--- config.mk ---
export PLATFORM = sky130hd
export DESIGN_NAME = inst_loader
export DESIGN_NICKNAME = d
export VERILOG_FILES = /design/src/rtl/y86_pkg.sv /design/src/rtl/inst_len.sv /design/src/rtl/inst_loader.sv
export SDC_FILE = /design/constraint.sdc
export NUM_CORES = 1
export LEC_CHECK = 0
export CAP_MARGIN = 40
export CORE_MARGIN = 2
export CORE_UTILIZATION = 50
export CTS_BUF_LIST = sky130_fd_sc_hd__clkbuf_16
export DETAILED_ROUTE_END_ITERATION = 10
export PLACE_DENSITY = 0.75
export SLEW_MARGIN = 20
export SYNTH_ARGS = -nofsm -noshare
export SYNTH_HDL_FRONTEND = slang
export SYNTH_SLANG_ARGS = --single-unit
--- constraint.sdc ---
create_clock -name clk -period 2.1 [get_ports clk]
set_input_delay 0.315 -clock clk [delete_from_list [all_inputs] [get_ports clk]]
set_output_delay 0.315 -clock clk [all_outputs]
set_load 0.02 [all_outputs]
--- src/rtl/y86_pkg.sv ---
// Y86 instruction encoding shared by the loader and the fetch/decode stage.
// Keeps instruction-length decoding in one place so valP and loader packing agree.
package y86_pkg;

  localparam int INST_W = 80;

  localparam logic [3:0] I_HALT   = 4'h0;
  localparam logic [3:0] I_NOP    = 4'h1;
  localparam logic [3:0] I_RRMOVQ = 4'h2;
  localparam logic [3:0] I_IRMOVQ = 4'h3;
  localparam logic [3:0] I_RMMOVQ = 4'h4;
  localparam logic [3:0] I_MRMOVQ = 4'h5;
  localparam logic [3:0] I_OPQ    = 4'h6;
  localparam logic [3:0] I_JXX    = 4'h7;
  localparam logic [3:0] I_CALL   = 4'h8;
  localparam logic [3:0] I_RET    = 4'h9;
  localparam logic [3:0] I_PUSHQ  = 4'hA;
  localparam logic [3:0] I_POPQ   = 4'hB;

  // Instruction length in bytes; 0 marks an invalid icode.
  function automatic logic [3:0] icode_len(input logic [3:0] icode);
    case (icode)
      I_HALT, I_NOP, I_RET:               return 4'd1;
      I_RRMOVQ, I_OPQ, I_PUSHQ, I_POPQ:   return 4'd2;
      I_JXX, I_CALL:                      return 4'd9;
      I_IRMOVQ, I_RMMOVQ, I_MRMOVQ:       return 4'd10;
      default:                            return 4'd0;
    endcase
  endfunction

endpackage

--- src/rtl/inst_len.sv ---
// Combinational icode -> {length, valid} decoder; zero latency, no handshake.
module inst_len
  import y86_pkg::*;
(
  input  logic [3:0] i_icode,
  output logic [3:0] o_len,
  output logic       o_vld
);

  logic [3:0] w_len;

  assign w_len = icode_len(i_icode);
  assign o_len = w_len;
  assign o_vld = (w_len != 4'd0);

endmodule

--- src/rtl/inst_loader.sv ---
// Fills the instruction store from a byte stream: one left-aligned 80-bit write per instruction.
// Write issues the cycle after the last byte; in_ready drops during the write, after done, and after error.
module inst_loader
  import y86_pkg::*;
#(
  parameter int DEPTH = 10,
  parameter int AW    = 4
) (
  input  logic              clk,
  input  logic              rst,
  input  logic              in_valid,
  input  logic [7:0]        in_byte,
  output logic              in_ready,
  output logic              wr_en,
  output logic [AW-1:0]     wr_addr,
  output logic [INST_W-1:0] wr_data,
  output logic [AW-1:0]     count,
  output logic              done,
  output logic              error
);

  typedef enum logic [2:0] {
    S_OP    = 3'd0,
    S_BODY  = 3'd1,
    S_WRITE = 3'd2,
    S_DONE  = 3'd3,
    S_ERR   = 3'd4
  } state_t;

  localparam logic [AW-1:0] LP_LAST = AW'(DEPTH - 1);

  state_t              r_state;
  logic [3:0]          r_remaining;
  logic [3:0]          r_idx;
  logic [3:0]          r_icode;
  logic [INST_W-1:0]   r_word;
  logic                r_wr_en;
  logic [AW-1:0]       r_wr_addr;
  logic [INST_W-1:0]   r_wr_data;
  logic [AW-1:0]       r_count;

  state_t              w_state_nxt;
  logic [3:0]          w_remaining_nxt;
  logic [3:0]          w_idx_nxt;
  logic [3:0]          w_icode_nxt;
  logic [INST_W-1:0]   w_word_nxt;
  logic                w_in_ready;
  logic                w_accept;
  logic [3:0]          w_len;
  logic                w_len_vld;
  logic [6:0]          w_shamt;

  inst_len u_inst_len (
    .i_icode (in_byte[7:4]),
    .o_len   (w_len),
    .o_vld   (w_len_vld)
  );

  assign w_in_ready = (r_state == S_OP) || (r_state == S_BODY);
  assign w_accept   = in_valid && w_in_ready;
  assign w_shamt    = {r_idx, 3'b000};

  always_comb begin
    w_state_nxt     = r_state;
    w_remaining_nxt = r_remaining;
    w_idx_nxt       = r_idx;
    w_icode_nxt     = r_icode;
    w_word_nxt      = r_word;
    case (r_state)
      S_OP: begin
        if (w_accept) begin
          if (!w_len_vld) begin
            w_state_nxt = S_ERR;
          end else begin
            // A new opcode starts from a clean word so short instructions pad with zeros.
            w_word_nxt      = {in_byte, 72'h0};
            w_icode_nxt     = in_byte[7:4];
            w_idx_nxt       = 4'd1;
            w_remaining_nxt = w_len - 4'd1;
            w_state_nxt     = (w_len == 4'd1) ? S_WRITE : S_BODY;
          end
        end
      end
      S_BODY: begin
        if (w_accept) begin
          w_word_nxt      = r_word | ({in_byte, 72'h0} >> w_shamt);
          w_idx_nxt       = r_idx + 4'd1;
          w_remaining_nxt = r_remaining - 4'd1;
          if (r_remaining == 4'd1) begin
            w_state_nxt = S_WRITE;
          end
        end
      end
      S_WRITE: begin
        if ((r_icode == I_HALT) || (r_count == LP_LAST)) begin
          w_state_nxt = S_DONE;
        end else begin
          w_state_nxt = S_OP;
        end
      end
      S_DONE:  w_state_nxt = S_DONE;
      S_ERR:   w_state_nxt = S_ERR;
      default: w_state_nxt = S_OP;
    endcase
  end

  always_ff @(posedge clk) begin
    if (rst) begin
      r_state     <= S_OP;
      r_remaining <= 4'd0;
      r_idx       <= 4'd0;
      r_icode     <= 4'd0;
      r_word      <= '0;
      r_wr_en     <= 1'b0;
      r_wr_addr   <= '0;
      r_wr_data   <= '0;
      r_count     <= '0;
    end else begin
      r_state     <= w_state_nxt;
      r_remaining <= w_remaining_nxt;
      r_idx       <= w_idx_nxt;
      r_icode     <= w_icode_nxt;
      r_word      <= w_word_nxt;
      // Write outputs load on entry to S_WRITE so the strobe lands the cycle after the last byte.
      r_wr_en     <= (w_state_nxt == S_WRITE);
      if (w_state_nxt == S_WRITE) begin
        r_wr_addr <= r_count;
        r_wr_data <= w_word_nxt;
      end
      if (r_state == S_WRITE) begin
        r_count <= r_count + AW'(1);
      end
    end
  end

  assign in_ready = w_in_ready;
  assign wr_en    = r_wr_en;
  assign wr_addr  = r_wr_addr;
  assign wr_data  = r_wr_data;
  assign count    = r_count;
  assign done     = (r_state == S_DONE);
  assign error    = (r_state == S_ERR);

endmodule

==> results_dict.tcl <==
set metrics [dict create \
    synth.top_cells.by_count "sky130_fd_sc_hd__dfxtp_1, sky130_fd_sc_hd__nor2_1, sky130_fd_sc_hd__a21oi_1" \
    worstMarginPinSlew_ps 664.4 \
    fp.coreArea_um2 12570 \
    clock_group_share_of_total_power 0.415 \
    yosysUniqueCellTypes 50 \
    syn-mean-instance-area_um2 10.00 \
    post_synthesis_instance_area_um2 6421 \
    cell_internal_pwr_mw 5.640 \
    synth.ff_latch_count 184 \
    instance_count_of_the_mapped_netlist 642 \
    grt_first_pass_wirelength_mm 26.89 \
    finalSetupTns_ps 0 \
    post-synth-top-area-fraction 0.5737 \
    critical_path_arrival_ps 1720 \
    core.rowCount 41 \
    layout-drive-gt1-share 0.1250 \
    timing_max_transition_violations_final 0 \
    max_freq_mhz 491.5 \
    setup.worst_path.end_class "output port" \
    clk_sinks 184 \
    root_buffer_cell "sky130_fd_sc_hd__clkbuf_16" \
    cts_inserted_buffers 17 \
    worst_slew_margin_rel 0.5557 \
    floorplan.die_area_um2 13770 \
    first_global_vias 5234 \
    post-synth-top-count-cell "sky130_fd_sc_hd__dfxtp_1" \
    cp_num_buf_inv 2 \
    finalClockSkew_ps 8.678 \
    cts.reportedPaths.clkPinSlew_ps 70 \
    leakagePower_nw 3.093 \
    ys_warnings 0 \
    drv_cap 0 \
    routed_wirelength_mm 16.50 \
    path_class "flop to output port" \
    crit_fanout 6 \
    detail_route.drc_violations 0 \
    synthDominantAreaCellType "sky130_fd_sc_hd__dfxtp_1" \
    dp_worst_setup_slack_ps -279.4 \
    status "complete, no violations" \
    cp_top_family "buffers and inverters" \
    detailedPlacementHpwl_mm 10.47 \
    grt-ovfl-total 0 \
    max_stage_delay_ps 590 \
    clock_path_buffers 2 \
    synth_fp_nets 658 \
    initial_utilization 0.5109 \
    final_period_minus_worst_setup_slack_ps 2035 \
    dr.pass1.iters 5 \
    io_buffer_count 102 \
    cts.repair_timing.setup_buffer_count 0 \
    die_height_um 117.3 \
    swShare 0.2505 \
    tritoncts "built" \
    wl_per_cell_um 17.55 \
    share_seq_of_total_power 0.483 \
    synth_area_leaders "sky130_fd_sc_hd__dfxtp_1, sky130_fd_sc_hd__o2bb2ai_1, sky130_fd_sc_hd__nor2_1" \
    clock_insertion_delay_worst_skew_ps 420 \
    pin_count_of_the_biggest_net_entering_global_routing 50 \
    ys_seq_area_frac 0.5737 \
    final_antenna_net_count 0 \
    grt_antenna_before_repair 0 \
    htreeDepth 4 \
    postSynth.topFlopCell "sky130_fd_sc_hd__dfxtp_1" \
    num-nets-final 771 \
    crit_slowest_cell "sky130_fd_sc_hd__clkdlybuf4s50_1" \
    required_ps 1780 \
    post_synth_arst_share 0 \
    post-route-period-util 0.9689 \
    viasPerCell 5.744 \
    startpoint_type "flop" \
    final-setup-viol-count 0 \
    count_of_flip_flops_with_a_built_in_enable_after_synthesis 0 \
    rsz0062_at_grt "no" \
    net-switching-power_mw 1.884 \
    vias 5399 \
    antenna_cells 0 \
    path_cells "buf_4 > and3b_1 > clkdlybuf4s50_1" \
    gpl.final_weighted_congestion 0.8585 \
    die_width_um 117.3 \
    p_r_area_growth_vs_syn_pct 31.47 \
    globalRouteTotalUtil 0.2409 \
    pwr-share-comb 0.102 \
    ir_worst_vdd_v 0.0007384 \
    final_critical_path_setup_slack_ps 65.33 \
    final_report_hold_violation_count 0 \
    first_iter_violations 557 \
    worst_hold_class "primary input to flop" \
    boundaryPins 103 \
    power_density_nw_per_um2 891.3 \
]
[worst register-to-register path, delay by kind of cell (launching register included)]
kind | cells | cell delay [ps]
AO/OA/AOI/OAI | 3 | 650
buffers and inverters | 1 | 190
flip-flops | 1 | 390
AND/OR/NAND/NOR | 1 | 620
[power groups by stage]
stage	registers, mW	clock network [mW]	logic [mW]
floorplan	3.75	0	0.393
global placement	3.71	0	0.736
detailed placement	3.71	0	0.755
CTS	3.64	3.14	0.760
global route	3.64	3.30	0.824
finish	3.64	3.12	0.765
[routing by layer]
layer,share of wire,GRT usage
met1,0.45,0.3286
met2,0.47,0.3819
met3,0.070,0.05691
met4,0.0093,0.07229
met5,0,0
[timing repair]
action	4_1_cts	5_1_grt
hold buffers	0	0
resized for setup	2	1
setup endpoints to repair	2	1
[stage by stage]
stage / instances / instance area, um2 / power, mW / hold slack, ps / util
after floorplan: 642 / 6421 / 4.143 / 423.9 / -
after global placement: 908 / 7861 / 4.446 / 433.8 / 0.6255
after detailed placement: 908 / 7861 / 4.468 / 442.3 / 0.6255
after CTS: 940 / 8441 / 7.537 / 244.0 / 0.6716
after global routing: 940 / 8442 / 7.767 / 280.9 / 0.6717
final: 940 / 8442 / 7.524 / 255.6 / 0.6717
[logic make-up (layout without fill, tap and decap cells)]
| group | count (synthesis) | in the layout | share of synthesized area |
|---|---|---|---|
| compound gates | 221 | 221 | 0.2393 |
| flops | 184 | 184 | 0.5737 |
| mux | 2 | 2 | 0.003507 |
| buf+inv | 62 | 188 | 0.04150 |
| fa+ha+maj | 5 | 5 | 0.009743 |
| xor+xnor | 6 | 6 | 0.008184 |
| simple gates | 162 | 162 | 0.1241 |
[flip-flops by register name, indices dropped and copies added, names as in the netlist]
signal	cells
r_state	3
wr_data	80
r_idx	4
r_word	80
r_icode	4
count	4
wr_en	1
wr_addr	4
r_remaining	4
[placed cells by master, fill, tap and decap left out, types with 13 or more instances in the layout]
cell type	instances
sky130_fd_sc_hd__nor2_1	103
sky130_fd_sc_hd__nand2_1	13
sky130_fd_sc_hd__a31oi_1	16
sky130_fd_sc_hd__o2bb2ai_1	49
sky130_fd_sc_hd__o31ai_1	29
sky130_fd_sc_hd__a21oi_1	74
sky130_fd_sc_hd__dfxtp_1	182
sky130_fd_sc_hd__a22oi_1	23
sky130_fd_sc_hd__clkdlybuf4s50_1	100
sky130_fd_sc_hd__buf_4	40
sky130_fd_sc_hd__clkbuf_16	17
[worst paths after layout]
| kind | slack [ps] | startpoint | endpoint | depth (start not counted) |
|---|---|---|---|---|
| hold reg to reg | 460 | r_word[56]$_SDFF_PP0_ | r_word[56]$_SDFF_PP0_ | 2 |
| setup / recovery | 70 | r_state[2]$_SDFF_PP0_ | done | 3 |
| hold / removal | 260 | rst | r_idx[0]$_SDFFE_PP0P_ | 2 |
| setup reg to reg | 180 | r_state[0]$_SDFF_PP0_ | wr_data[75]$_SDFFE_PP0N_ | 5 |
[layout make-up]
type | instances | area, um2
inverter | 7 | 26.28
tap | 172 | 215.2
clock inverter | 15 | 153.9
timing repair buffer | 149 | 1455
fill | 1001 | 4126
multi-input combinational | 396 | 2480
sequential | 184 | 3686
clock buffer | 17 | 425.4
(Power assumes the default switching activity.)
